===== config.mk =====
export PLATFORM = sky130hd
export DESIGN_NAME = mem_arbiter
export DESIGN_NICKNAME = d
export VERILOG_FILES = /design/src/rtl/mem_arb_pkg.sv /design/src/rtl/rr_arbiter.sv /design/src/rtl/mem_arbiter.sv
export SDC_FILE = /design/constraint.sdc
export NUM_CORES = 1
export LEC_CHECK = 0
export CAP_MARGIN = 0
export CELL_PAD_IN_SITES_DETAIL_PLACEMENT = 0
export CELL_PAD_IN_SITES_GLOBAL_PLACEMENT = 1
export CORE_ASPECT_RATIO = 1.5
export CORE_MARGIN = 2
export CORE_UTILIZATION = 31
export DETAILED_ROUTE_END_ITERATION = 6
export GPL_TIMING_DRIVEN = 0
export HOLD_SLACK_MARGIN = 0.08
export PLACE_DENSITY = 0.94
export SLEW_MARGIN = 20
export SYNTH_ARGS = -nofsm -noshare
export SYNTH_HDL_FRONTEND = slang
export SYNTH_SLANG_ARGS = --single-unit

===== constraint.sdc =====
create_clock -name clk -period 2.95 [get_ports clk]
set_input_delay 0.885 -clock clk [delete_from_list [all_inputs] [get_ports clk]]
set_output_delay 0.885 -clock clk [all_outputs]
set_load 0.05 [all_outputs]

===== src/rtl/mem_arb_pkg.sv =====
// rtl/mem_arb_pkg.sv - shared state codes, access encodings and sizing helper for mem_arbiter
package mem_arb_pkg;

    localparam logic [1:0] ST_IDLE    = 2'd0;
    localparam logic [1:0] ST_ISSUE   = 2'd1;
    localparam logic [1:0] ST_RD_WAIT = 2'd2;
    localparam logic [1:0] ST_RESP    = 2'd3;

    localparam logic MEM_RD = 1'b1;
    localparam logic MEM_WR = 1'b0;

    // Only a 1/256 slice of the address space is populated by default.
    function automatic int mem_entries_default(input int addr_w);
        return (2 ** addr_w) / 256;
    endfunction

endpackage


===== src/rtl/rr_arbiter.sv =====
// rtl/rr_arbiter.sv - combinational round-robin pick: first request after ptr, modulo NUM_REQ
module rr_arbiter #(
    parameter int NUM_REQ = 2,
    parameter int IDX_W   = (NUM_REQ > 1) ? $clog2(NUM_REQ) : 1
) (
    input  logic [NUM_REQ-1:0] req,
    input  logic [IDX_W-1:0]   ptr,
    output logic [NUM_REQ-1:0] grant,
    output logic [IDX_W-1:0]   grant_idx
);

    always_comb begin
        logic             found;
        logic [IDX_W-1:0] sel;
        grant     = '0;
        grant_idx = '0;
        found     = 1'b0;
        sel       = '0;
        // k = NUM_REQ wraps back to ptr itself, so the last owner is considered last.
        for (int k = 1; k <= NUM_REQ; k++) begin
            sel = IDX_W'((int'(ptr) + k) % NUM_REQ);
            if (!found && req[sel]) begin
                grant[sel] = 1'b1;
                grant_idx  = sel;
                found      = 1'b1;
            end
        end
    end

endmodule


===== src/rtl/mem_arbiter.sv =====
// rtl/mem_arbiter.sv - round-robin sharing of one single-port synchronous memory between NUM_REQ requesters
module mem_arbiter
    import mem_arb_pkg::*;
#(
    parameter int NUM_REQ     = 2,
    parameter int ADDR_W      = 16,
    parameter int DATA_W      = 32,
    parameter int MEM_ENTRIES = mem_entries_default(ADDR_W)
) (
    input  logic                      clk,
    input  logic                      rst,
    input  logic [NUM_REQ-1:0]        req_valid,
    output logic [NUM_REQ-1:0]        req_ready,
    input  logic [NUM_REQ-1:0]        req_rd_wr,
    input  logic [NUM_REQ*ADDR_W-1:0] req_addr,
    input  logic [NUM_REQ*DATA_W-1:0] req_wdata,
    output logic [NUM_REQ-1:0]        rsp_valid,
    output logic                      rsp_err,
    output logic [DATA_W-1:0]         rsp_rdata,
    output logic                      busy,
    output logic                      mem_enb,
    output logic                      mem_rd_wr,
    output logic [ADDR_W-1:0]         mem_addr,
    output logic [DATA_W-1:0]         mem_data_in,
    input  logic [DATA_W-1:0]         mem_data_out
);

    localparam int IDX_W = (NUM_REQ > 1) ? $clog2(NUM_REQ) : 1;

    logic [1:0]         state;
    logic [IDX_W-1:0]   ptr;
    logic [IDX_W-1:0]   owner;
    logic               lat_rd_wr;
    logic               lat_err;
    logic [NUM_REQ-1:0] grant;
    logic [IDX_W-1:0]   grant_idx;
    logic               accept;
    logic               sel_rd_wr;
    logic               sel_err;
    logic [ADDR_W-1:0]  sel_addr;
    logic [DATA_W-1:0]  sel_wdata;

    rr_arbiter #(
        .NUM_REQ (NUM_REQ),
        .IDX_W   (IDX_W)
    ) u_rr (
        .req       (req_valid),
        .ptr       (ptr),
        .grant     (grant),
        .grant_idx (grant_idx)
    );

    assign accept    = (state == ST_IDLE) && !rst && (|req_valid);
    assign sel_rd_wr = req_rd_wr[grant_idx];
    assign sel_addr  = req_addr[int'(grant_idx)*ADDR_W +: ADDR_W];
    assign sel_wdata = req_wdata[int'(grant_idx)*DATA_W +: DATA_W];
    assign sel_err   = (32'(sel_addr) >= 32'(MEM_ENTRIES));

    assign req_ready = accept ? grant : '0;
    assign busy      = (state != ST_IDLE);
    // Gating with rst keeps a reset landing in ISSUE from writing the memory.
    assign mem_enb   = (state == ST_ISSUE) && !rst;
    assign mem_rd_wr = mem_enb ? lat_rd_wr : MEM_RD;
    assign rsp_err   = (state == ST_RESP) && !rst && lat_err;

    always_comb begin
        rsp_valid = '0;
        if (state == ST_RESP && !rst) begin
            rsp_valid[owner] = 1'b1;
        end
    end

    always_ff @(posedge clk) begin
        if (rst) begin
            state       <= ST_IDLE;
            ptr         <= IDX_W'(NUM_REQ - 1);
            owner       <= '0;
            lat_rd_wr   <= MEM_RD;
            lat_err     <= 1'b0;
            mem_addr    <= '0;
            mem_data_in <= '0;
            rsp_rdata   <= '0;
        end else begin
            case (state)
                ST_IDLE: begin
                    if (accept) begin
                        ptr       <= grant_idx;
                        owner     <= grant_idx;
                        lat_rd_wr <= sel_rd_wr;
                        lat_err   <= sel_err;
                        // Rejected addresses never reach the memory pins.
                        if (!sel_err) begin
                            mem_addr <= sel_addr;
                            if (sel_rd_wr == MEM_WR) begin
                                mem_data_in <= sel_wdata;
                            end
                            state <= ST_ISSUE;
                        end else begin
                            state <= ST_RESP;
                        end
                    end
                end
                ST_ISSUE: begin
                    state <= (lat_rd_wr == MEM_RD) ? ST_RD_WAIT : ST_RESP;
                end
                ST_RD_WAIT: begin
                    rsp_rdata <= mem_data_out;
                    state     <= ST_RESP;
                end
                default: begin
                    state <= ST_IDLE;
                end
            endcase
        end
    end

endmodule


==> summary.txt, run 1 <==
Setup path
  – Worst R2R Start: state[1]
  – Critical path type: input port to output pin
  – Worst reg2reg path depth: 9
  – Reg-to-reg slack, setup: 650 ps
  – RR Endpoint: mem_data_in[18]
  – Setup crit start: req_valid[0]
  – CP startpoint kind: input port
  – Arr. time, crit path: 1950 ps
  – Worst path required time: 2070 ps
  – Crit end category: output pin
  – End of the critical path: req_ready[1]
  – Crit Path Max Fanout: 19

STA
  – Hold Slack: 454 ps
  – Setup TNS: 0 ps
  – Final setup viols: 0
  – Rel. slew slack: 51.1%
  – RSZ-0062 raised after global routing: false
  – Fin crit period: 2840 ps
  – Slew Viols, Final: 0
  – Worst setup skew after layout: 6.23 ps
  – Max Freq: 0.352 GHz
  – Final Cycle Share: 96.2%
  – Slew at the pin closest to its max-slew limit: 733 ps
  – Fin worst setup slack: 112 ps
  – Endpoints failing hold: 0

Placed design
  – Placed cell area: 6490 sq um
  – Post-place setup slack: -1290 ps
  – PortBufs: 221
  – Routability cong.: 0.801
  – Detailed-placement wirelength estimate: 9610 microns
  – Placed Cells: 774

GRT
  – Overflow left after global routing: 0
  – First-pass GRT wire length: 19,100 microns
  – GR Util All Layers: 17.0%
  – Number of antenna violations at the first check in global routing: 1
  – Largest net degree at the start of global routing: 20
  – Number of global-route vias before repair: 3,838

Detailed routing
  – DRC Markers: 0
  – Final WL: 12,000 microns
  – ANT nets after route: 0
  – DR iter-0 viols: 97
  – Metal2 WL: 6340 microns
  – Met3 WL: 890 microns
  – Via-to-Cell Ratio: 4.63
  – Via count: 3,660
  – First-pass iteration count of the detailed router: 4
  – Routed length on met1: 4580 microns
  – Wire per inst: 15.2 microns
  – Highest metal used: met4

Floorplanning
  – Die Height: 144 microns
  – Die ar.: 14,100 sq um
  – Core Area: 12,900 sq um
  – Starting Density: 31.6%
  – Core Rows: 51
  – Die X-Extent: 97.6 microns
  – Ports: 222

Worst hold path
  – Worst hold start: lat_err
  – Worst Hold Class: flip-flop to flip-flop

Clock tree
  – Clock Root Buffer: clkbuf_16
  – H-tree depth: 3
  – CTS tree: yes
  – Num CTS Buffers: 9
  – CTS sink cnt: 86
  – Clk slew on worst S/H paths: 60 ps
  – Hold Buf Count CTS: 0
  – Clk Latency, worst-skew pair: 340 ps
  – Max Root-Sink Buffers: 2

Synth
  – Post-Syn Nets: 533
  – Yosys warns: 0
  – Dominant cells by area after synthesis: dfxtp_1, mux2i_1, mux2_4
  – Gate Count Post-Synth: 394
  – Synth Register Bits: 86
  – Seq/Total Area, Yosys: 42.2%
  – Top cell type by total area after synthesis: dfxtp_1
  – Post-synth cell types: 36
  – Synth Cell Area: 4080 sq um
  – Synth top area share: 42.2%
  – Syn avg cell area: 10.3 sq um

Layout
  – Non-Filler Instances: 790
  – Area Overhead vs Synth: 67.3%
  – Fin area: 6820 sq um
  – Post-layout nets: 764
  – Fillers: 1,182
  – Layout cells sized above 1: 12.7%

Pwr
  – P_leak: 2.76 nW
  – Peak VDD IR: 0.000265 V
  – Power per Cell Area: 610 nW/um^2

Run status
  – Status: completed

Flow run
  – Max Cap Viol: 0
[power by group]
group,total (W),switching [W],leakage (nW),internal (W)
combinational,0.00159,0.000918,1.91,0.000675
sequential,0.00138,0.0000865,0.698,0.00130
clock,0.00118,0.000471,0.156,0.000710
[metrics by stage]
stage	total power (W)	util, %
global placement	0.00299	50.4
floorplan	0.00244	-
finish	0.00416	52.9
global route	0.00437	52.9
detailed placement	0.00302	50.4
CTS	0.00421	52.9
[synthesized netlist by cell type]
library cell / instances
a211o_1: 1
a211oi_1: 7
a211oi_2: 2
a21boi_2: 1
a21oi_1: 4
a22oi_1: 1
a31oi_1: 1
and2_1: 2
and3b_1: 3
and4_1: 2
buf_1: 5
buf_2: 5
buf_6: 7
clkbuf_1: 12
clkbuf_2: 1
dfxtp_1: 86
ha_1: 5
inv_1: 3
mux2_2: 2
mux2_4: 29
mux2i_1: 75
nand2_1: 4
nand2b_1: 4
nand3_1: 2
nand3b_1: 2
nor2_1: 67
nor2b_1: 33
nor3_1: 8
nor3b_1: 9
nor4_1: 4
nor4b_1: 1
o21ai_0: 2
o21ai_4: 1
or2_1: 1
or2_2: 1
or3b_2: 1
[logic make-up (layout without fill, tap and decap cells)]
group,after synthesis,count (layout),share of synthesized area [%]
flip-flops,86,86,42.2
multiplexers,106,106,29.7
other,0,1,0
adder cells (fa/ha/maj),5,5,1.53
buffers and inverters,33,269,4.51
AND/OR/NAND/NOR,144,144,18.2
AO/OA/AOI/OAI,20,20,3.87
[how the worst min path moves through the flow]
stage                        end  slack [ps]  cells after the start
floorplan                lat_err         430                      2
global placement         lat_err         440                      2
detailed placement       lat_err         450                      2
CTS                      lat_err         460                      2
global route        mem_addr[13]         490                      1
finish                   lat_err         450                      2
[metal layers]
layer	track usage (%)	vias to the layer above
met2	32.0	154
met4	6.65	0
met1	17.8	1688
li1	-	1802
met3	4.74	16
met5	0	-
[worst max-delay path, cell delays in order]
cell and delay [ps]:
dlygate4sd2_1 310, a21boi_2 200, buf_12 200, and2_1 150, buf_4 200
[layout by cell type, fill, tap and decap left out, types with 3 or more instances in the layout]
cell	netlist	layout
nor3b_1	9	8
nor2_1	67	67
dfxtp_1	86	86
nor4_1	4	4
mux2i_1	75	75
clkbuf_2	1	3
and3b_1	3	3
nor3_1	8	8
inv_1	3	3
clkbuf_8	0	3
ha_1	5	5
buf_6	7	7
nor2b_1	33	32
a21oi_1	4	4
buf_1	5	5
a211oi_1	7	7
clkdlybuf4s50_1	0	210
clkinv_4	0	3
nand2b_1	4	4
clkbuf_1	12	8
mux2_4	29	29
nand2_1	4	4
buf_4	0	4
clkbuf_16	0	9
buf_2	5	5
[area by class of cell]
cell class              instances  area, sq um  area share (%)
repair buffers                221         2190            32.1
multi-input cells             275         2180            31.9
flip-flops and latches         86         1720            25.2
clock buffers                  11          253            3.71
well taps                     159          199            2.92
plain buffers                  29          198            2.90
clock inverters                 5         65.1           0.954
inverters                       3         11.3           0.165
diodes                          1         2.50          0.0367
[repair_timing]
item,in CTS,in global routing
gates cloned,0,0
setup buffers,0,0
setup endpoints to repair,8,4
resized for setup,51,5
pin swaps,1,0
[sequential cells by signal, indices dropped and copies added (netlist names)]
| signal | flops |
|---|---|
| owner | 1 |
| ptr | 1 |
| state | 2 |
| lat_err | 1 |
| rsp_rdata | 32 |
| mem_addr | 16 |
| mem_data_in | 32 |
| lat_rd_wr | 1 |
Note: power is estimated with default switching activity, not from simulation.
==> inputs of run 2 (changes only) <==
--- a/config.mk
+++ b/config.mk
@@ -15,6 +15,7 @@
 export GPL_TIMING_DRIVEN = 0
 export HOLD_SLACK_MARGIN = 0.08
 export PLACE_DENSITY = 0.94
+export RECOVER_POWER = 100
 export SLEW_MARGIN = 20
 export SYNTH_ARGS = -nofsm -noshare
 export SYNTH_HDL_FRONTEND = slang
==> run 2 against run 1 <==
  * Combinational power is 3% lower
  * Die area unchanged
  * Via count up 0.16%
  * Clock-buffer cell count did not move
  * Sequential share of layout area increased by 0.56 points
  * Maximum frequency decreased by 0.43%
  * Power fell by 1.2%
  * Register-to-register slack worse by 20 ps
  * Routed wire length down 0.13%
  * Sequential power barely moved
  * Critical endpoint unchanged
  * Largest cell class unchanged
  * Largest power group unchanged
  * Highest routed layer unchanged
==> summary.txt, run 2 (synthesis results as in run 1) <==
Run status
  – Status: completed

GRT
  – Overflow left after global routing: 0 (unchanged)
  – GR Util All Layers: 17.0% (unchanged)
  – Number of antenna violations at the first check in global routing: 1 (unchanged)
  – Largest net degree at the start of global routing: 20 (unchanged)
  – Number of global-route vias before repair: 3,838 (unchanged)
  – First-pass GRT wire length: 19,100 microns (unchanged)

Placed design
  – Placed cell area: 6490 sq um (unchanged)
  – PortBufs: 221 (unchanged)
  – Placed Cells: 774 (unchanged)
  – Routability cong.: 0.801 (unchanged)
  – Detailed-placement wirelength estimate: 9610 microns (unchanged)

STA
  – Max Freq: 0.351 GHz (-0.43%)
  – Slew at the pin closest to its max-slew limit: 736 ps (+2.61 ps)
  – RSZ-0062 raised after global routing: false
  – Setup TNS: 0 ps (unchanged)
  – Endpoints failing hold: 0 (unchanged)
  – Slew Viols, Final: 0 (unchanged)
  – Rel. slew slack: 51.0% (-0.17 points)
  – Worst setup skew after layout: 6.61 ps (+0.384 ps)
  – Final setup viols: 0 (unchanged)
  – Final Cycle Share: 96.6% (+0.41 points)
  – Fin crit period: 2850 ps (+12.2 ps)

Layout
  – Commonest non-fill, non-tap cell in the layout: clkdlybuf4s50_1
  – Final Util: 51.7% (-1.2 points)
  – Non-Filler Instances: 790 (unchanged)
  – Post-layout nets: 764 (unchanged)
  – Biggest regs: mem_data_in: 32 flops, rsp_rdata: 32 flops, mem_addr: 16 flops
  – Commonest non-fill, non-tap cells in the layout: clkdlybuf4s50_1, dfxtp_1, dlygate4sd3_1
  – Fin area: 6670 sq um (-2.2%)
  – Area Overhead vs Synth: 63.6%
  – Fillers: 1,208 (+2.2%)
  – Layout cells sized above 1: 7.62% (-5.1 points)

Setup path
  – Crit Path Max Fanout: 19 (unchanged)
  – Worst path required time: 2070 ps (about the same)
  – CP startpoint kind: input port
  – Slowest CP cell: dlygate4sd2_1
  – Crit end category: output pin
  – Reg-to-reg slack, setup: 630 ps (-20 ps)
  – Critical path type: input port to output pin
  – CP peak stage delay: 310 ps (about the same)
  – Crit-path leading delay family: buffers and inverters
  – Arr. time, crit path: 1970 ps (+20 ps)
  – Worst Path Buf+Inv: 3 (unchanged)
  – Cell Chain, Critical Path: dlygate4sd2_1 -> a21boi_2 -> buf_12 -> and2_0 -> buf_4

Detailed routing
  – Wire per inst: 15.2 microns (-0.13%)
  – DRC Markers: 0 (unchanged)
  – Final WL: 12,000 microns (-0.13%)
  – Via count: 3,666 (+0.16%)
  – DR iter-0 viols: 85 (-12%)
  – ANT nets after route: 0 (unchanged)
  – Via-to-Cell Ratio: 4.64 (+0.16%)
  – First-pass iteration count of the detailed router: 4 (unchanged)

Floorplanning
  – Die X-Extent: 97.6 microns (unchanged)
  – Core Rows: 51 (unchanged)
  – Ports: 222 (unchanged)
  – Die Height: 144 microns (unchanged)
  – Starting Density: 31.6% (unchanged)
  – Die ar.: 14,100 sq um (unchanged)
  – Core Area: 12,900 sq um (unchanged)

Flow run
  – Max Cap Viol: 0 (unchanged)

Pwr
  – Power per Cell Area: 616 nW/um^2 (+1.0%)
  – Peak VDD IR: 0.000262 V (-1.3%)
  – P_leak: 2.93 nW (+6.2%)

Clock tree
  – Max Root-Sink Buffers: 2 (unchanged)
  – CTS sink cnt: 86 (unchanged)
  – Num CTS Buffers: 9 (unchanged)
  – Clk slew on worst S/H paths: 60 ps (about the same)
  – Hold Buf Count CTS: 0 (unchanged)
  – Clk Latency, worst-skew pair: 340 ps (about the same)
  – Clock Root Buffer: clkbuf_16
  – CTS tree: yes
  – H-tree depth: 3 (unchanged)

Worst hold path
  – Worst Hold Class: flip-flop to flip-flop
==> run 2: where the power goes <==
part	total, W	switching, W	internal [W]	leakage [nW]
logic	0.00155	0.000915	0.000630	2.08
registers	0.00138	0.0000832	0.00130	0.698
clock network	0.00118	0.000473	0.000710	0.156
total	0.00411	0.00147	0.00264	2.93
==> run 2: worst paths after layout <==
check	start	end	depth (start not counted)
max reg2reg	state[1]	mem_data_in[31]	9
max	req_valid[0]	req_ready[1]	5
min reg2reg	lat_err	lat_err	2
min	lat_err	lat_err	2
==> run 2: worst register-to-register path: stages (launching register included) <==
cell and delay, ps:
dfxtp_1 450, inv_1 100, ha_1 200, buf_2 180, nor2b_1 160, and4_1 160, buf_6 140, o21ai_4 260
buf_6 210, mux2_1 350
==> run 2: timing repair <==
action	CTS	global route
setup endpoints to repair	8	4
buffers inserted	0	0
resized for setup	51	5
gates cloned	0	0
pin swaps	1	0
==> run 2: final cells by class <==
cell class / instances / area, sq um / share of cell area (%)
Sequential cell: 86 / 1720 / 25.8
Inverter: 3 / 11.3 / 0.169
Timing Repair Buffer: 221 / 2170 / 32.5
Buffer: 29 / 181 / 2.72
Clock inverter: 5 / 65.1 / 0.975
Antenna cell: 1 / 2.50 / 0.0375
Tap cell: 159 / 199 / 2.98
Clock buffer: 11 / 253 / 3.79
Multi-Input combinational cell: 275 / 2070 / 31.0
==> run 2: layer usage <==
metal	wire length, microns	global-route usage (%)	vias to the layer above	share of wire [%]
li1	-	-	1805	-
met1	4640	17.8	1701	39
met2	6330	32.0	145	53
met3	850	4.74	15	7.1
met4	199	6.65	0	1.7
met5	0	0	-	0
==> run 2: metrics by stage <==
stage / power (W) / setup WS (ps) / hold WS [ps]
final: 0.00411 / 99.4 / 453
after global routing: 0.00432 / 30.0 / 485
after CTS: 0.00421 / 15.1 / 455
after detailed placement: 0.00302 / -1290 / 446
after global placement: 0.00299 / -1330 / 443
after floorplan: 0.00244 / 72.3 / 432
